<file path="src/rtl/pto_profile_gen.sv">
// pto_profile_gen: step/direction pulse-train generator with a trapezoidal or
// triangular velocity profile, start/busy/done handshake, abort and latched DIR.
module pto_profile_gen #(
  parameter int CLK_PER_US = 50,
  parameter int W          = 32,
  parameter int PW         = 16
) (
  input  logic          clk,
  input  logic          rst,
  input  logic          start,
  input  logic          abort,
  input  logic          dir_in,
  input  logic [W-1:0]  total_pulses,
  input  logic [W-1:0]  accel_pulses,
  input  logic [PW-1:0] period_max_us,
  input  logic [PW-1:0] period_min_us,
  input  logic [PW-1:0] step_us,
  output logic          busy,
  output logic          done,
  output logic          aborted,
  output logic          pto_out,
  output logic          dir_out,
  output logic [W-1:0]  pulse_count,
  output logic [PW-1:0] period_now
);

  localparam int PSW = (CLK_PER_US > 1) ? $clog2(CLK_PER_US) : 1;
  localparam int XW  = W + PW;

  typedef enum logic [1:0] {IDLE, ACCEL, CRUISE, DECEL} state_t;

  // Ramp distance of pulse idx from the nearest end of the move (0 at either end,
  // capped at ramp in the cruise section); DECEL is the mirror image of ACCEL.
  function automatic logic [PW-1:0] periodCalc(
    input logic [W-1:0]  idx,
    input logic [W-1:0]  tot,
    input logic [W-1:0]  ramp,
    input logic [PW-1:0] pmax,
    input logic [PW-1:0] pmin,
    input logic [PW-1:0] step
  );
    logic [W-1:0]  k;
    logic [XW-1:0] prod;
    logic [XW-1:0] diff;
    if (idx < ramp) k = idx;
    else if (idx < tot - ramp) k = ramp;
    else k = tot - idx - W'(1);
    prod = XW'(k) * XW'(step);
    if (prod >= XW'(pmax)) diff = '0;
    else diff = XW'(pmax) - prod;
    if (diff < XW'(pmin)) return pmin;
    return PW'(diff);
  endfunction

  function automatic state_t stateCalc(
    input logic [W-1:0] idx,
    input logic [W-1:0] tot,
    input logic [W-1:0] ramp
  );
    if (idx < ramp) return ACCEL;
    if (idx < tot - ramp) return CRUISE;
    return DECEL;
  endfunction

  state_t         state_q;
  logic [PSW-1:0] prescale_q;
  logic [PW-1:0]  usCnt_q;
  logic           pto_q;
  logic           busy_q;
  logic           done_q;
  logic           aborted_q;
  logic           dir_q;
  logic [W-1:0]   count_q;
  logic [PW-1:0]  period_q;
  logic [W-1:0]   total_q;
  logic [W-1:0]   ramp_q;
  logic [PW-1:0]  pmax_q;
  logic [PW-1:0]  pmin_q;
  logic [PW-1:0]  step_q;

  logic [PW-1:0]  pmaxClamp;
  logic [PW-1:0]  pminTmp;
  logic [PW-1:0]  pminClamp;
  logic [W-1:0]   rampClamp;
  logic [W-1:0]   nextIdx;
  logic [PW-1:0]  nextPeriod;
  logic [PW-1:0]  firstPeriod;
  logic [PW-1:0]  phaseUs;
  logic           usTick;
  logic           phaseEnd;

  // Command clamps, next-pulse period and microsecond/phase timing decode.
  always_comb begin
    pmaxClamp   = (period_max_us < PW'(2)) ? PW'(2) : period_max_us;
    pminTmp     = (period_min_us < PW'(2)) ? PW'(2) : period_min_us;
    pminClamp   = (pminTmp > pmaxClamp) ? pmaxClamp : pminTmp;
    rampClamp   = (accel_pulses < (total_pulses >> 1)) ? accel_pulses : (total_pulses >> 1);
    nextIdx     = count_q + W'(1);
    nextPeriod  = periodCalc(nextIdx, total_q, ramp_q, pmax_q, pmin_q, step_q);
    firstPeriod = periodCalc(W'(0), total_pulses, rampClamp, pmaxClamp, pminClamp, step_us);
    phaseUs     = pto_q ? (period_q >> 1) : (period_q - (period_q >> 1));
    usTick      = (prescale_q == PSW'(CLK_PER_US - 1));
    phaseEnd    = usTick && (usCnt_q == (phaseUs - PW'(1)));
  end

  // Move sequencer: start handshake, abort, low/high phases and pulse counting.
  always_ff @(posedge clk or negedge rst) begin
    if (!rst) begin
      state_q    <= IDLE;
      prescale_q <= '0;
      usCnt_q    <= '0;
      pto_q      <= 1'b0;
      busy_q     <= 1'b0;
      done_q     <= 1'b0;
      aborted_q  <= 1'b0;
      dir_q      <= 1'b0;
      count_q    <= '0;
      period_q   <= '0;
      total_q    <= '0;
      ramp_q     <= '0;
      pmax_q     <= '0;
      pmin_q     <= '0;
      step_q     <= '0;
    end else begin
      done_q <= 1'b0;
      if (state_q == IDLE) begin
        if (start) begin
          dir_q      <= dir_in;
          count_q    <= '0;
          aborted_q  <= 1'b0;
          prescale_q <= '0;
          usCnt_q    <= '0;
          pto_q      <= 1'b0;
          total_q    <= total_pulses;
          ramp_q     <= rampClamp;
          pmax_q     <= pmaxClamp;
          pmin_q     <= pminClamp;
          step_q     <= step_us;
          if (total_pulses == '0) begin
            done_q <= 1'b1;
          end else begin
            busy_q   <= 1'b1;
            period_q <= firstPeriod;
            state_q  <= stateCalc(W'(0), total_pulses, rampClamp);
          end
        end
      end else if (abort) begin
        pto_q     <= 1'b0;
        busy_q    <= 1'b0;
        done_q    <= 1'b1;
        aborted_q <= 1'b1;
        state_q   <= IDLE;
      end else begin
        prescale_q <= usTick ? '0 : prescale_q + PSW'(1);
        if (phaseEnd) begin
          usCnt_q <= '0;
          if (!pto_q) begin
            pto_q <= 1'b1;
          end else begin
            pto_q   <= 1'b0;
            count_q <= nextIdx;
            if (nextIdx == total_q) begin
              busy_q  <= 1'b0;
              done_q  <= 1'b1;
              state_q <= IDLE;
            end else begin
              period_q <= nextPeriod;
              state_q  <= stateCalc(nextIdx, total_q, ramp_q);
            end
          end
        end else if (usTick) begin
          usCnt_q <= usCnt_q + PW'(1);
        end
      end
    end
  end

  assign busy        = busy_q;
  assign done        = done_q;
  assign aborted     = aborted_q;
  assign pto_out     = pto_q;
  assign dir_out     = dir_q;
  assign pulse_count = count_q;
  assign period_now  = period_q;

endmodule
</file>
<file path="config.mk">
export PLATFORM = sky130hd
export DESIGN_NAME = pto_profile_gen
export DESIGN_NICKNAME = d
export VERILOG_FILES = /design/src/rtl/pto_profile_gen.sv
export SDC_FILE = /design/constraint.sdc
export NUM_CORES = 2
export LEC_CHECK = 0
export CORE_ASPECT_RATIO = 0.6
export CORE_MARGIN = 5
export CORE_UTILIZATION = 39
export CTS_CLUSTER_DIAMETER = 150
export DETAILED_ROUTE_END_ITERATION = 8
export HOLD_SLACK_MARGIN = 0.05
export PLACE_DENSITY = 0.59
export SETUP_SLACK_MARGIN = 0.5
export SYNTH_ARGS = -nofsm -noshare
export SYNTH_HDL_FRONTEND = slang
export SYNTH_SLANG_ARGS = --single-unit
</file>
<file path="constraint.sdc">
create_clock -name clk -period 16.7 [get_ports clk]
set_input_delay 3.34 -clock clk [delete_from_list [all_inputs] [get_ports clk]]
set_output_delay 3.34 -clock clk [all_outputs]
set_load 0.05 [all_outputs]
</file>
# Word-level counts from Yosys, hierarchy flattened
# Cells that the tools add are included.
[classes]
n_lt_le_gt_ge = 12
multipliers = 2
addsub = 12
eq_ne = 7
n_reduce_logical = 19
mux = 96
[op_table]
columns = ["cell", "n"]
rows = [
  ["two-way mux 16 bit", 20],
  ["two-way mux 32 bit", 10],
  [">= comparator 48 x 16 -> 1 bit", 2],
  ["less-than comparator 48 x 16 -> 1 bit", 2],
  ["multiplier 32 x 16 -> 48 bit", 2],
  ["two-way mux 48 bit", 2],
  ["subtractor 16 x 48 -> 48 bit", 2],
  ["subtractor 32 bit", 3],
  ["less-than comparator 1 x 32 -> 1 bit (first input constant)", 2],
  ["less-than comparator 32 bit", 2],
  ["subtractor 32 x 1 -> 32 bit (second input constant)", 2],
  ["two-way mux 1 bit", 45],
  ["adder 32 x 1 -> 32 bit (second input constant)", 1],
  ["== test 32 bit", 1],
  ["zero test 32 bit", 1],
  ["less-than comparator 16 x 2 -> 1 bit (second input constant)", 2],
  ["less-than comparator 32 x 31 -> 1 bit", 1],
  ["two-way mux 2 bit", 15],
  ["two-way mux 6 bit", 4],
  ["adder 16 x 1 -> 16 bit (second input constant)", 1],
  ["== test 16 bit", 1],
  ["greater-than comparator 16 bit", 1],
  ["subtractor 16 x 1 -> 16 bit (second input constant)", 1],
  ["subtractor 16 x 15 -> 16 bit", 1],
  ["13 further kinds", 24],
]
[totals]
register_bits = 189
out_inout_bits = 53
elab_cells = 163
inputBits = 117

# Longest topological paths before layout
[logic_depth]
depth_word = 21
ltp_mapped = 84
ltp_nobuf = 78

# Least setup slack after synthesis
# OpenSTA, ideal clock, no wires.
[synth_timing]
path_kind = "input -> register"
from = "in total_pulses[22]"
to = "reg period_q[7] (netlist: period_now[7])"
cell_stages = 79
setup_time_ns = 0.142
n_path_buf = 10
t_required_ns = 16.558
slack_ns = -3.981
t_arrival_ns = 20.539
path_cell_list = "clkbuf_1 > clkinv_1 > ha_1 > a21o_1 > a21o_1 > a211oi_1 > o22a_1 > nand2_1 > a21oi_2 > buf_2 > buf_4 > buf_2 > buf_2 > buf_2 > mux2i_1 > inv_1 > ha_1 > inv_1 > (+43 left out) > clkbuf_1 > nor2_1 > ha_1 > a21oi_1 > nor2b_1 > o21ai_0 > nand2b_1 > a21oi_1 > nor2b_1 > o21ai_0 > nand2b_1 > a221oi_1 > and2_1 > or3b_1 > buf_2 > a21oi_1 > o21bai_1 > a211oi_1"
[synth_via]
elab_chain_len = 15
word_cells_on_any_way = 21
classes_between = "add/sub: 3; mul: 1; order compare: 5; eq/ne: 1; mux: 9; reduce/logical: 2"
[synth_rtl]
columns = ["item", "line_no", "text"]
rows = [
  ["start: declaration", "13", "input logic [W-1:0] total_pulses,"],
  ["less-than comparator 32 x 31 -> 1 bit *", "97", "rampClamp = (accel_pulses < (total_pulses >> 1)) ? accel_pulses : (total_pulses >> 1);"],
  ["two-way mux 32 bit *", "97", ""],
  ["net rampClamp[0]", "84", "logic [W-1:0] rampClamp;"],
  ["subtractor 32 bit", "46", "else if (idx < tot - ramp) k = ramp;"],
  ["less-than comparator 1 x 32 -> 1 bit", "46", ""],
  ["two-way mux 32 bit", "46", ""],
  ["two-way mux 32 bit *", "45", "if (idx < ramp) k = idx;"],
  ["multiplier 32 x 16 -> 48 bit *", "48", "prod = XW'(k) * XW'(step);"],
  ["subtractor 16 x 48 -> 48 bit or >= comparator 48 x 16 -> 1 bit (tied branches)", "50, 49", ""],
  ["two-way mux 48 bit *", "49", "if (prod >= XW'(pmax)) diff = '0;"],
  ["less-than comparator 48 x 16 -> 1 bit", "51", "if (diff < XW'(pmin)) return pmin;"],
  ["two-way mux 1 bit", "51", ""],
  ["two-way mux 16 bit *", "52", "return PW'(diff);"],
  ["two-way mux 16 bit *", "139", "if (total_pulses == '0) begin"],
  ["two-way mux 16 bit *", "127", "if (start) begin"],
  ["two-way mux 16 bit *", "126", "if (state_q == IDLE) begin"],
  ["end signal: assignment", "143", "period_q <= firstPeriod;"],
  ["end signal: assignment", "167", "period_q <= nextPeriod;"],
  ["end: declaration", "74", "logic [PW-1:0] period_q;"],
]
# The timed path passes the listed nets; every way through them passes the cells marked *. The select of a mux whose other input is x is not followed.
# A chain may end at the register's enable or synchronous reset.

# Worst setup path in the final report
[layout_timing]
from = "in total_pulses[30]"
to = "reg period_q[8] (netlist: period_now[8])"
[layout_via]
elab_chain_len = 15
word_cells_on_any_way = 21
classes_between = "add/sub: 3; mul: 1; order compare: 5; eq/ne: 1; mux: 9; reduce/logical: 2"
[layout_rtl]
columns = ["item", "line_no"]
rows = [
  ["less-than comparator 32 x 31 -> 1 bit", "97"],
  ["two-way mux 32 bit", "97"],
  ["subtractor 32 bit", "46"],
  ["less-than comparator 1 x 32 -> 1 bit", "46"],
  ["two-way mux 32 bit", "46"],
  ["two-way mux 32 bit", "45"],
  ["multiplier 32 x 16 -> 48 bit", "48"],
  ["subtractor 16 x 48 -> 48 bit or >= comparator 48 x 16 -> 1 bit (tied branches)", "50, 49"],
  ["two-way mux 48 bit", "49"],
  ["less-than comparator 48 x 16 -> 1 bit", "51"],
  ["two-way mux 1 bit", "51"],
  ["two-way mux 16 bit", "52"],
  ["two-way mux 16 bit", "139"],
  ["two-way mux 16 bit", "127"],
  ["two-way mux 16 bit", "126"],
]
# Parallel ways exist; a longest one is shown, timed or not. The select of a mux whose other input is x is not followed.

==> out/results.ini <==
[setup_path]
crit_family=compound AO/OA/AOI/OAI gates
cp_slowest_cell=fa_2
critPathCaptureType=flip-flop
path_depth=69
r2r_start=ramp_q[1]
start_kind=primary input
crit_path_max_incr_delay_ns=0.59
path_buf_inv=16
cp_data_arrival_time_ns=18.30
rr_worst_depth=79
r2r-end=period_now[8]
reg2reg_slack_ns=-0.27
critPathKind=in2reg
cp_max_fo=8
worstPathRequired_ns=17.15

[global_routing]
grt_overflow_total=0
grt_max_degree=129
grt_use_total_pct=29.8
grt_pass1_wl_mm=362
grt_pass1_vias=58500
antenna_found_initial=18

[sta]
layout_min_cycle_time_ns=17.85
rsz0062_at_grt=true
max_freq_mhz=56.0
worst_clock_skew_ns=0.0215
tns_ns=-16.94
tightest_slew_ns=1.28
relSlewSlack_pct=13.8
postLayoutSetupSlackWorst_ns=-1.15
setup_viol=16
hold_viol_final=0
finalCritPeriodShare_pct=107
drv_slew=0
worst_hold_slack_ns=0.484

[cts]
postCtsHoldBufs=0
cts.clk_slew.worst_paths_ns=0.09
cts_tree=done
htreeDepth=4
insertion_delay_ns=0.53
root_buffer=clkbuf_16
clockBufferDepth=2
numCtsBuffers=17
cts_num_sinks=189

[floorplan]
row_count=110
die_width_um=510
start_util_pct=39.2
die_area_um2=158000
pin_count=170
chipHeight_um=310
core_region_area_um2=150000

[outcome]
violations=setup timing
status=complete, but fails checks

[drt]
wl_per_cell_um=23.0
postRouteAntennaNets=0
drt_iter0_markers=5778
wirelength_mm=237
drc_errors=0
dr.pass1.iters=7
num_vias=58600
avgViaCountPerCell=5.69

[worst_hold_path]
hp-start=step_q[14]
min_path_cells=2
hp-class=reg2reg
holdPathEnd=step_q[14]

[synthesis]
ys_ff_latch=189
syn_area_per_cell_um2=8.08
synth-edff-count=0
ys_types=120
synthTopCellsByArea=fa_1 29%, ha_1 11%, dfrtp_1 8.1%
dominantRegCellSynth=dfrtp_1
syn_inst=7250
synthArstFlopShare_pct=100
syn-num-nets=8717
synth_top_area_share_pct=28.8
synth_area_um2=58600
yosysTopAreaCell=fa_1
yosys_warnings=0
yosysSeqAreaShare_pct=8.07

[finish]
final_cell_mix=1,147 x buf_4, 1,011 x inv_1, 822 x fa_1
area_growth_pct=25.6
final_common_cell=buf_4
nets=9736
layout-drive-gt1-share_pct=20.6

[pwr]
ir_drop_mv=0.449
power_mw=17.2
power_density_nw_per_um2=234
p_leak_nw=36.1

[flow_run]
max-cap-violations=0

[place]
io_buffers=169
place_ws_ns=-2.57
place_congestion=1.01
dp_hpwl_mm=193

cell type report:
class	instances	area, um2
fill	14500	76000
multi-input combinational	5616	50200
timing repair buffer	1394	11600
sequential	189	4730
inverter	1051	3980
tap	2016	2520
clock buffer	18	429
clock inverter	14	193
antenna	7	17.5
registers in the layout (all words and copies together) (netlist names):
name / flops
pulse_count: 32
dir_out: 1
usCnt_q: 16
done: 1
prescale_q: 6
pto_out: 1
aborted: 1
ramp_q: 32
state_q: 2
pmax_q: 16
period_now: 16
pmin_q: 16
busy: 1
total_q: 32
step_q: 16
where the power goes:
part / internal (mW) / leakage (nW) / switching, mW
sequential: 0.631 / 2.40 / 0.322
clock: 0.218 / 0.298 / 0.248
combinational: 6.81 / 33.4 / 9.00
worst min-delay path: stages (launching register included):
cell and delay [ns]:
dfrtp_1 0.35, nand2_1 0.05, nand2_1 0.05
synth_stat cells, drive strengths merged, types with 23 or more instances:
| cell type | instances |
|---|---|
| inv | 1043 |
| fa | 842 |
| nand2 | 833 |
| ha | 508 |
| nand3 | 398 |
| o21ai | 322 |
| nor2 | 308 |
| clkbuf | 302 |
| a21oi | 281 |
| and3 | 239 |
| dfrtp | 189 |
| and2 | 172 |
| xnor2 | 164 |
| nor3 | 162 |
| a21o | 136 |
| xor2 | 101 |
| nand4 | 95 |
| buf | 94 |
| nand2b | 93 |
| a211oi | 76 |
| o21a | 71 |
| mux2i | 66 |
| nor2b | 64 |
| o211ai | 51 |
| a31oi | 46 |
| o31ai | 45 |
| nor4 | 44 |
| o21bai | 38 |
| or3 | 37 |
| or2 | 31 |
| a2111oi | 23 |
| o22ai | 23 |
stage by stage:
step,cells,cell area [um2],util [%]
after floorplan,7250,59200,-
after global placement,10200,70700,47.3
after global routing,10300,73600,49.2
after detailed placement,10200,70700,47.3
final,10300,73600,49.2
after CTS,10300,73000,48.8
routing by layer:
| metal | track usage, % | part of all wire (%) |
|---|---|---|
| met1 | 45.3 | 46 |
| met2 | 40.9 | 39 |
| met3 | 10.2 | 13 |
| met4 | 5.50 | 1.8 |
| met5 | 0 | 0.048 |
cell families (layout without fill, tap and decap cells):
family,count (synthesis),in the layout,synth area share (%)
other,0,7,0
buffers and inverters,1447,2477,9.46
AND/OR/NAND/NOR,2575,2576,22.0
adder cells (fa/ha/maj),1351,1351,39.6
AO/OA/AOI/OAI,1336,1337,15.3
multiplexers,85,85,1.52
XOR/XNOR,267,267,4.04
flip-flops,189,189,8.07
how the worst max path moves through the flow:
stage                     end             start
4_1_cts         period_now[8]  total_pulses[22]
3_5_place_dp    period_now[8]  total_pulses[10]
3_3_place_gp   period_now[13]   total_pulses[6]
5_1_grt         period_now[8]  total_pulses[30]
6_report        period_now[8]  total_pulses[30]
2_1_floorplan   period_now[7]  total_pulses[16]
repair_timing:
action                                  in CTS  in global routing
pin swaps                                  136                 80
buffers inserted                            58                 23
gates cloned                                 6                  0
resized for setup                          433                100
endpoints found under the setup margin      16                 16
No activity file was read; power rests on OpenSTA's default activity.
